<file path="src/rtl/dmem_if.sv">
// Load/store bus between the control unit/datapath and the data-memory controller.
// Handshake: a request is taken only when the controller is idle; while stall is high the
// requester must hold the PC and register file, and readdata is valid in the first cycle stall drops after a load.
interface dmem_if #(
  parameter int N = 16
);
  logic         memread;
  logic         memwrite;
  logic [N-1:0] addr;
  logic [N-1:0] writedata;
  logic [N-1:0] readdata;
  logic         stall;
  logic         err;

  modport master (
    output memread, memwrite, addr, writedata,
    input  readdata, stall, err
  );

  modport slave (
    input  memread, memwrite, addr, writedata,
    output readdata, stall, err
  );
endinterface

</file>
<file path="src/rtl/dmem_ctrl.sv">
// Multi-cycle data-memory controller: single-cycle stores, RD_LAT-cycle loads with stall,
// and a sticky error flag for read/write conflicts and odd byte addresses.
module dmem_ctrl #(
  parameter int N      = 16,
  parameter int DEPTH  = 256,
  parameter int RD_LAT = 2
) (
  input  logic       clk,
  input  logic       reset,
  dmem_if.slave      bus,
  output logic [1:0] dbg_state
);
  localparam int IW = $clog2(DEPTH);

  typedef enum logic [1:0] {
    IDLE = 2'd0,
    BUSY = 2'd1,
    DONE = 2'd2
  } state_t;

  state_t         state_q, state_d;
  logic [2:0]     cnt_q, cnt_d;
  logic [IW-1:0]  idx_q, idx_d;
  logic [N-1:0]   rdata_q, rdata_d;
  logic           err_q, err_d;
  logic [N-1:0]   mem_q [DEPTH];

  logic [IW-1:0]  req_idx;
  logic           stall_c;
  logic           we_c;
  logic           unused_addr_hi;

  // Word index from the byte address; upper bits are dropped so accesses wrap.
  assign req_idx        = bus.addr[IW:1];
  assign unused_addr_hi = ^bus.addr[N-1:IW+1];

  always_comb begin
    state_d = state_q;
    cnt_d   = cnt_q;
    idx_d   = idx_q;
    rdata_d = rdata_q;
    err_d   = err_q;
    stall_c = 1'b0;
    we_c    = 1'b0;
    unique case (state_q)
      IDLE: begin
        if (bus.memread) begin
          stall_c = 1'b1;
          idx_d   = req_idx;
          if (bus.memwrite || bus.addr[0]) err_d = 1'b1;
          if (RD_LAT == 1) begin
            rdata_d = mem_q[req_idx];
            state_d = DONE;
          end else begin
            cnt_d   = 3'(RD_LAT - 1);
            state_d = BUSY;
          end
        end else if (bus.memwrite) begin
          we_c = 1'b1;
          if (bus.addr[0]) err_d = 1'b1;
        end
      end
      BUSY: begin
        stall_c = 1'b1;
        cnt_d   = cnt_q - 3'd1;
        if (cnt_q == 3'd1) begin
          rdata_d = mem_q[idx_q];
          state_d = DONE;
        end
      end
      DONE: begin
        state_d = IDLE;
      end
      default: begin
        state_d = IDLE;
      end
    endcase
  end

  always_ff @(posedge clk or posedge reset) begin
    if (reset) begin
      state_q <= IDLE;
      cnt_q   <= 3'd0;
      idx_q   <= '0;
      rdata_q <= '0;
      err_q   <= 1'b0;
    end else begin
      state_q <= state_d;
      cnt_q   <= cnt_d;
      idx_q   <= idx_d;
      rdata_q <= rdata_d;
      err_q   <= err_d;
    end
  end

  // The array is deliberately outside the reset domain so its contents survive a reset.
  always_ff @(posedge clk) begin
    if (we_c && !reset) mem_q[req_idx] <= bus.writedata;
  end

  assign bus.stall    = stall_c & ~reset;
  assign bus.readdata = rdata_q;
  assign bus.err      = err_q;
  assign dbg_state    = state_q;
endmodule
</file>
<file path="src/flat_wrapper.sv">
// flat-port wrapper written by rule: the top's interface ports become plain ports
module dmem_ctrl_flat 
#(
  parameter int N      = 16,
  parameter int DEPTH  = 256,
  parameter int RD_LAT = 2
)
  (clk, reset, dbg_state, bus_memread, bus_memwrite, bus_addr, bus_writedata, bus_readdata, bus_stall, bus_err);
  dmem_if #(.N(N)) bus_i ();
  input  logic clk;
  input  logic reset;
  output logic [1:0] dbg_state;
  input wire logic [$bits(bus_i.memread)-1:0] bus_memread;
  input wire logic [$bits(bus_i.memwrite)-1:0] bus_memwrite;
  input wire logic [$bits(bus_i.addr)-1:0] bus_addr;
  input wire logic [$bits(bus_i.writedata)-1:0] bus_writedata;
  output wire logic [$bits(bus_i.readdata)-1:0] bus_readdata;
  output wire logic [$bits(bus_i.stall)-1:0] bus_stall;
  output wire logic [$bits(bus_i.err)-1:0] bus_err;
  assign bus_i.memread = bus_memread;
  assign bus_i.memwrite = bus_memwrite;
  assign bus_i.addr = bus_addr;
  assign bus_i.writedata = bus_writedata;
  assign bus_readdata = bus_i.readdata;
  assign bus_stall = bus_i.stall;
  assign bus_err = bus_i.err;
  dmem_ctrl #(.N(N), .DEPTH(DEPTH), .RD_LAT(RD_LAT)) u_core (.clk(clk), .reset(reset), .bus(bus_i), .dbg_state(dbg_state));
endmodule
</file>
<file path="config.mk">
export PLATFORM = sky130hd
export DESIGN_NAME = dmem_ctrl_flat
export DESIGN_NICKNAME = d
export VERILOG_FILES = /design/src/rtl/dmem_if.sv /design/src/rtl/dmem_ctrl.sv /design/src/flat_wrapper.sv
export SDC_FILE = /design/constraint.sdc
export NUM_CORES = 2
export LEC_CHECK = 0
export CORE_MARGIN = 1
export CORE_UTILIZATION = 40
export CTS_CLUSTER_DIAMETER = 150
export CTS_CLUSTER_SIZE = 20
export DETAILED_ROUTE_END_ITERATION = 7
export DONT_BUFFER_PORTS = 1
export PLACE_DENSITY_LB_ADDON = 0.25
export SLEW_MARGIN = 20
export SYNTH_ARGS = -nofsm -noshare
export SYNTH_HDL_FRONTEND = slang
export SYNTH_SLANG_ARGS = --single-unit
</file>
<file path="constraint.sdc">
create_clock -name clk -period 6 [get_ports clk]
set_input_delay 1.2 -clock clk [delete_from_list [all_inputs] [get_ports clk]]
set_output_delay 1.2 -clock clk [all_outputs]
set_load 0.05 [all_outputs]
</file>
* Yosys cells after proc, flatten, opt, wreduce, memory -nomap -nowiden *
Memories as Yosys holds them, arrays and structs flattened. A register that Yosys moved wholly into a read port is not among the register bits.
Cells that the tools add are included.

operators by class
  reductions and logical operators = 12
  $add $sub $neg = 1
  multiplexer cells = 16
  equal/unequal tests = 5
  bitwise gates (word level) = 2

operators with widths
  operator             count
  $mux 1               10
  $reduce_and 2->1     4
  $pmux 3 s2           1
  $reduce_bool 2->1    3
  $mux 2               2
  $ne 2x1->1 const B   2
  $pmux 2 s2           1
  $reduce_and 4->1     1
  $eq 3x1->1 const B   1
  $mux 3               1
  $sub 3x1->3 const B  1
  $eq 2x1->1 const B   1
  $logic_not 2->1      1
  $ne 2x2->1 const B   1
  $pmux 1 s2           1
  $and 1x1->1          1
  $logic_and 1x1->1    1
  $logic_not 1->1      1
  $logic_or 1x1->1     1
  $not 1->1            1

storage, ports and cells
  word-level logic and storage cells = 41
  register bits = 14
  output and inout port bits = 20
  memories kept = 1
  bits of input ports = 36
  bits in writable memories = 4096

memories
  name          words  bits a word  rd ports  clocked after memory_dff  write ports  RTL line         source
  u_core.mem_q  256    16           1         1                         1            dmem_ctrl.sv:26  logic [N-1:0] mem_q [DEPTH];

* Depth between registers and ports, before layout *
  word-level depth = 6
  depth in mapped cells = 13
  gate-level depth less buffers = 9

* Worst setup path after synthesis *
No wires, ideal clock.

  kind = input-to-reg
  from = input port bus_memread
  to = memory u_core.mem_q[221][0], enable pin
  data arrival time = 2.896 ns
  stages on the path = 6
  library setup time = 0.388 ns
  required time = 5.612 ns
  buffers on the path = 1
  setup slack = 2.716 ns
  path through = nor2_1 -> nand3_1 -> nor3_1 -> nand3_1 -> clkbuf_1 -> nor2_1

on the way
  cells in the longest elaborated chain, start to end = 5

RTL lines
  item                          RTL line            source
  start: declaration            flat_wrapper.sv:13  input wire logic [$bits(bus_i.memread)-1:0] bus_memread;
  $mux 1                        dmem_ctrl.sv:47     if (bus.memread) begin
  $mux 1                        dmem_ctrl.sv:45     unique case (state_q)
  $logic_and 1x1->1             dmem_ctrl.sv:98     if (we_c && !reset) mem_q[req_idx] <= bus.writedata;
  $mux 1                        dmem_ctrl.sv:98
  $mux 1 (not written as such)  dmem_ctrl.sv:98
  end: declaration              dmem_ctrl.sv:26

Every way passes these cells.

==> summary.txt <==
Critical path
  • Worst r2r src: u_core.idx_q[4]
  • Worst Path Buf+Inv: 2
  • CP startpoint: u_core.idx_q[4]
  • CP endpoint kind: register
  • CP top delay family: simple AND/OR/NAND/NOR gates
  • CP Max Fanout: 59
  • Crit start category: register
  • Crit-path slowest cell: nor4_1
  • Req. time, crit path: 6.87 ns
  • Arrival @ worst endpoint: 5.70 ns
  • Slowest stage delay, CP: 0.83 ns
  • WS Path Type: reg -> reg
  • Crit-path cells: inv_8, buf_4, mux2i_1, o21ai_0, nand3_1, nor4_1, a211o_1

Synth
  • Synth warn: 0
  • Cell Area, Synth: 160000 sq um
  • Post-synthesis sequential area ratio: 77.4%
  • Syn_nets: 7573
  • Synth async-reset ratio: 0.727%
  • Post-Syn Area per Cell: 21.2 sq um
  • Synth top area cells: edfxtp_1, mux4_2, mux2i_1, mux4_1, o22ai_1
  • Count leader, synth: edfxtp_1
  • Synth cell count leaders: edfxtp_1, mux4_2, mux2i_1
  • Area share of the largest cell type after synthesis: 76.9%
  • Synthesized instance count: 7535
  • Synth Flop Type: edfxtp_1
  • Count of distinct cell types in the synthesized netlist: 78
  • EDFF count, synth: 4096
  • Yosys reg bits: 4126
  • Yosys top cell by area: edfxtp_1

Placement
  • Buffers on Ports: 0
  • Detailed placement HPWL: 273000 um
  • Routability cong.: 0.855

Route
  • Post-Route WL: 461000 um
  • DR vias/cell: 6.05
  • Initial DRC count: 10368
  • Vias: 79372
  • Antenna viol nets, final: 0
  • WL per Instance: 35.1 um
  • DR pass1 iterations: 6
  • DRC: 0

Clock tree
  • Postcts setup bufs: 0
  • CTS sink count: 4126
  • Clock Pin Slew Worst Setup and Hold Paths: 0.09 ns
  • CTS tree: built
  • Post-cts sizing count: 0
  • Root buf cell: clkbuf_16
  • Clock latency on the worst-skew pair: 1.01 ns
  • CTS Hold Bufs: 0
  • Total CTS buffers: 228
  • H-tree Lvls: 4
  • Clock tree buffer depth: 4

Timing
  • Final setup violation count: 0
  • Actual slew at the worst max-slew pin: 1.49 ns
  • Fin. Hold Viols: 0
  • Minimum clock period: 4.83 ns
  • Clock skew: 0.0974 ns
  • Final slew viol count: 0
  • Final period util: 80.5%
  • RSZ-0062 raised after global routing: no
  • Fmax: 207 MHz
  • Final setup TNS: 0 ns
  • Worst slew margin relative to its limit: 0.691%

Global routing
  • Largest net degree at the start of global routing: 257
  • Vias in the first global route: 77311
  • Initial antenna violation count: 27
  • Global-route wire length before repair: 633000 um
  • Global route total overflow: 0
  • GRT Total Usage: 22.6%

Final layout
  • Final net count: 7849
  • Multi-input gate area: 33200 sq um
  • Fillers: 33659
  • Fin util: 43.8%
  • Fraction of layout cells with a size suffix above 1: 20.0%
  • FF/Latch Area: 124000 sq um
  • P&R area growth vs syn: 8.67%

Pwr
  • Sw Ratio: 33.3%
  • Internal power: 46.9 mW
  • Max IR drop VDD: 0.000347 V
  • Pleak: 53.8 nW
  • Comb pwr share: 30.8%
  • Psw: 23.4 mW
  • Clock group share of total power: 22.9%
  • Seq pwr share: 46.3%
  • Pwr dens: 405 nW/um^2

Job
  • Max-cap viol count: 0

Die
  • Initial Util: 40.3%
  • Full die area: 402000 sq um
  • Ports: 56
  • Row cnt: 231
  • Die width: 634 um
  • Core Footprint: 397000 sq um
  • Die Y: 634 um

Status
  • Outcome: complete, no violations

Hold path
  • Worst hold path type: in -> async
## state kept, by name, indices dropped and copies added, names as in the netlist
| register | cells |
|---|---|
| u_core.mem_q | 4096 |
| u_core.cnt_q | 3 |
| u_core.dbg_state | 2 |
| u_core.idx_q | 8 |
| u_core.bus.err | 1 |
| u_core.bus.readdata | 16 |
## per-stage QoR
| step | area, sq um | hold slack [ns] | setup WS [ns] | cells | total power, mW |
|---|---|---|---|---|---|
| floorplan | 160000 | 0.450 | 2.72 | 7535 | 46.9 |
| global placement | 168000 | 0.507 | 1.32 | 12822 | 54.7 |
| detailed placement | 168000 | 0.495 | 1.26 | 12822 | 54.8 |
| CTS | 174000 | 0.242 | 1.22 | 13108 | 70.5 |
| global route | 174000 | 0.264 | 1.17 | 13113 | 72.1 |
| finish | 174000 | 0.285 | 1.17 | 13130 | 70.3 |
## power by group through the flow
stage	logic (mW)	clock network, mW	registers [mW]
floorplan	14.2	0	32.7
global placement	21.5	0	33.2
detailed placement	21.6	0	33.2
CTS	21.7	16.3	32.5
global route	22.4	17.2	32.5
finish	21.7	16.1	32.5
## cells by family after synthesis
kind of cell,Yosys count,synth area share [%]
mux,1380,14.6
flops,4126,77.4
fa+ha+maj,3,0.0219
compound gates,889,3.87
buf+inv,456,2.20
simple gates,681,1.91
## metal layers
metal / wire, um / share of wire (%) / track usage (%)
met1: 189000 / 41 / 31.6
met2: 216000 / 47 / 35.5
met3: 36500 / 7.9 / 3.98
met4: 19700 / 4.3 / 8.33
met5: 52 / 0.011 / 0
## placed cells by master, fill, tap and decap left out, types with 8 or more instances in the layout
master / instances
edfxtp_1: 4096
mux4_2: 648
mux2i_1: 629
buf_4: 459
clkbuf_16: 230
o22ai_1: 194
nor2_1: 179
nand2_1: 165
a21oi_1: 132
nor2_2: 122
o221ai_1: 111
o21ai_0: 107
mux4_1: 87
a211oi_1: 85
a22oi_1: 76
clkbuf_1: 46
nand3_1: 44
a2111oi_0: 43
a221oi_1: 32
a22o_1: 32
nor3_1: 31
buf_12: 30
dfrtp_1: 26
nor2b_1: 24
diode_2: 21
and2_1: 20
a2111oi_1: 19
nand4_1: 17
mux2_2: 16
nor4_1: 14
o211ai_1: 10
inv_1: 9
nand3_2: 8
a211o_1: 8
a2111oi_2: 8
## cell type report
class	instances	area share, %
Antenna cell	21	0.0302
Clock buffer	276	3.41
Clock inverter	10	0.104
Inverter	12	0.0317
Multi-Input combinational cell	2953	19.1
Sequential cell	4126	71.2
Tap cell	5242	3.77
Timing Repair Buffer	490	2.34
## worst paths after layout
path,to,slack [ns],cells past startpoint
setup reg to reg,u_core.bus.readdata[12],1.17,7
hold / removal,u_core.bus.err,0.29,1
setup / recovery,u_core.bus.readdata[12],1.17,7
max in group asynchronous,u_core.idx_q[1],4.98,1
min in group clk,u_core.mem_q[98][14],0.30,0
hold reg to reg,u_core.cnt_q[1],0.51,2
No activity file was read; power rests on OpenSTA's default activity.
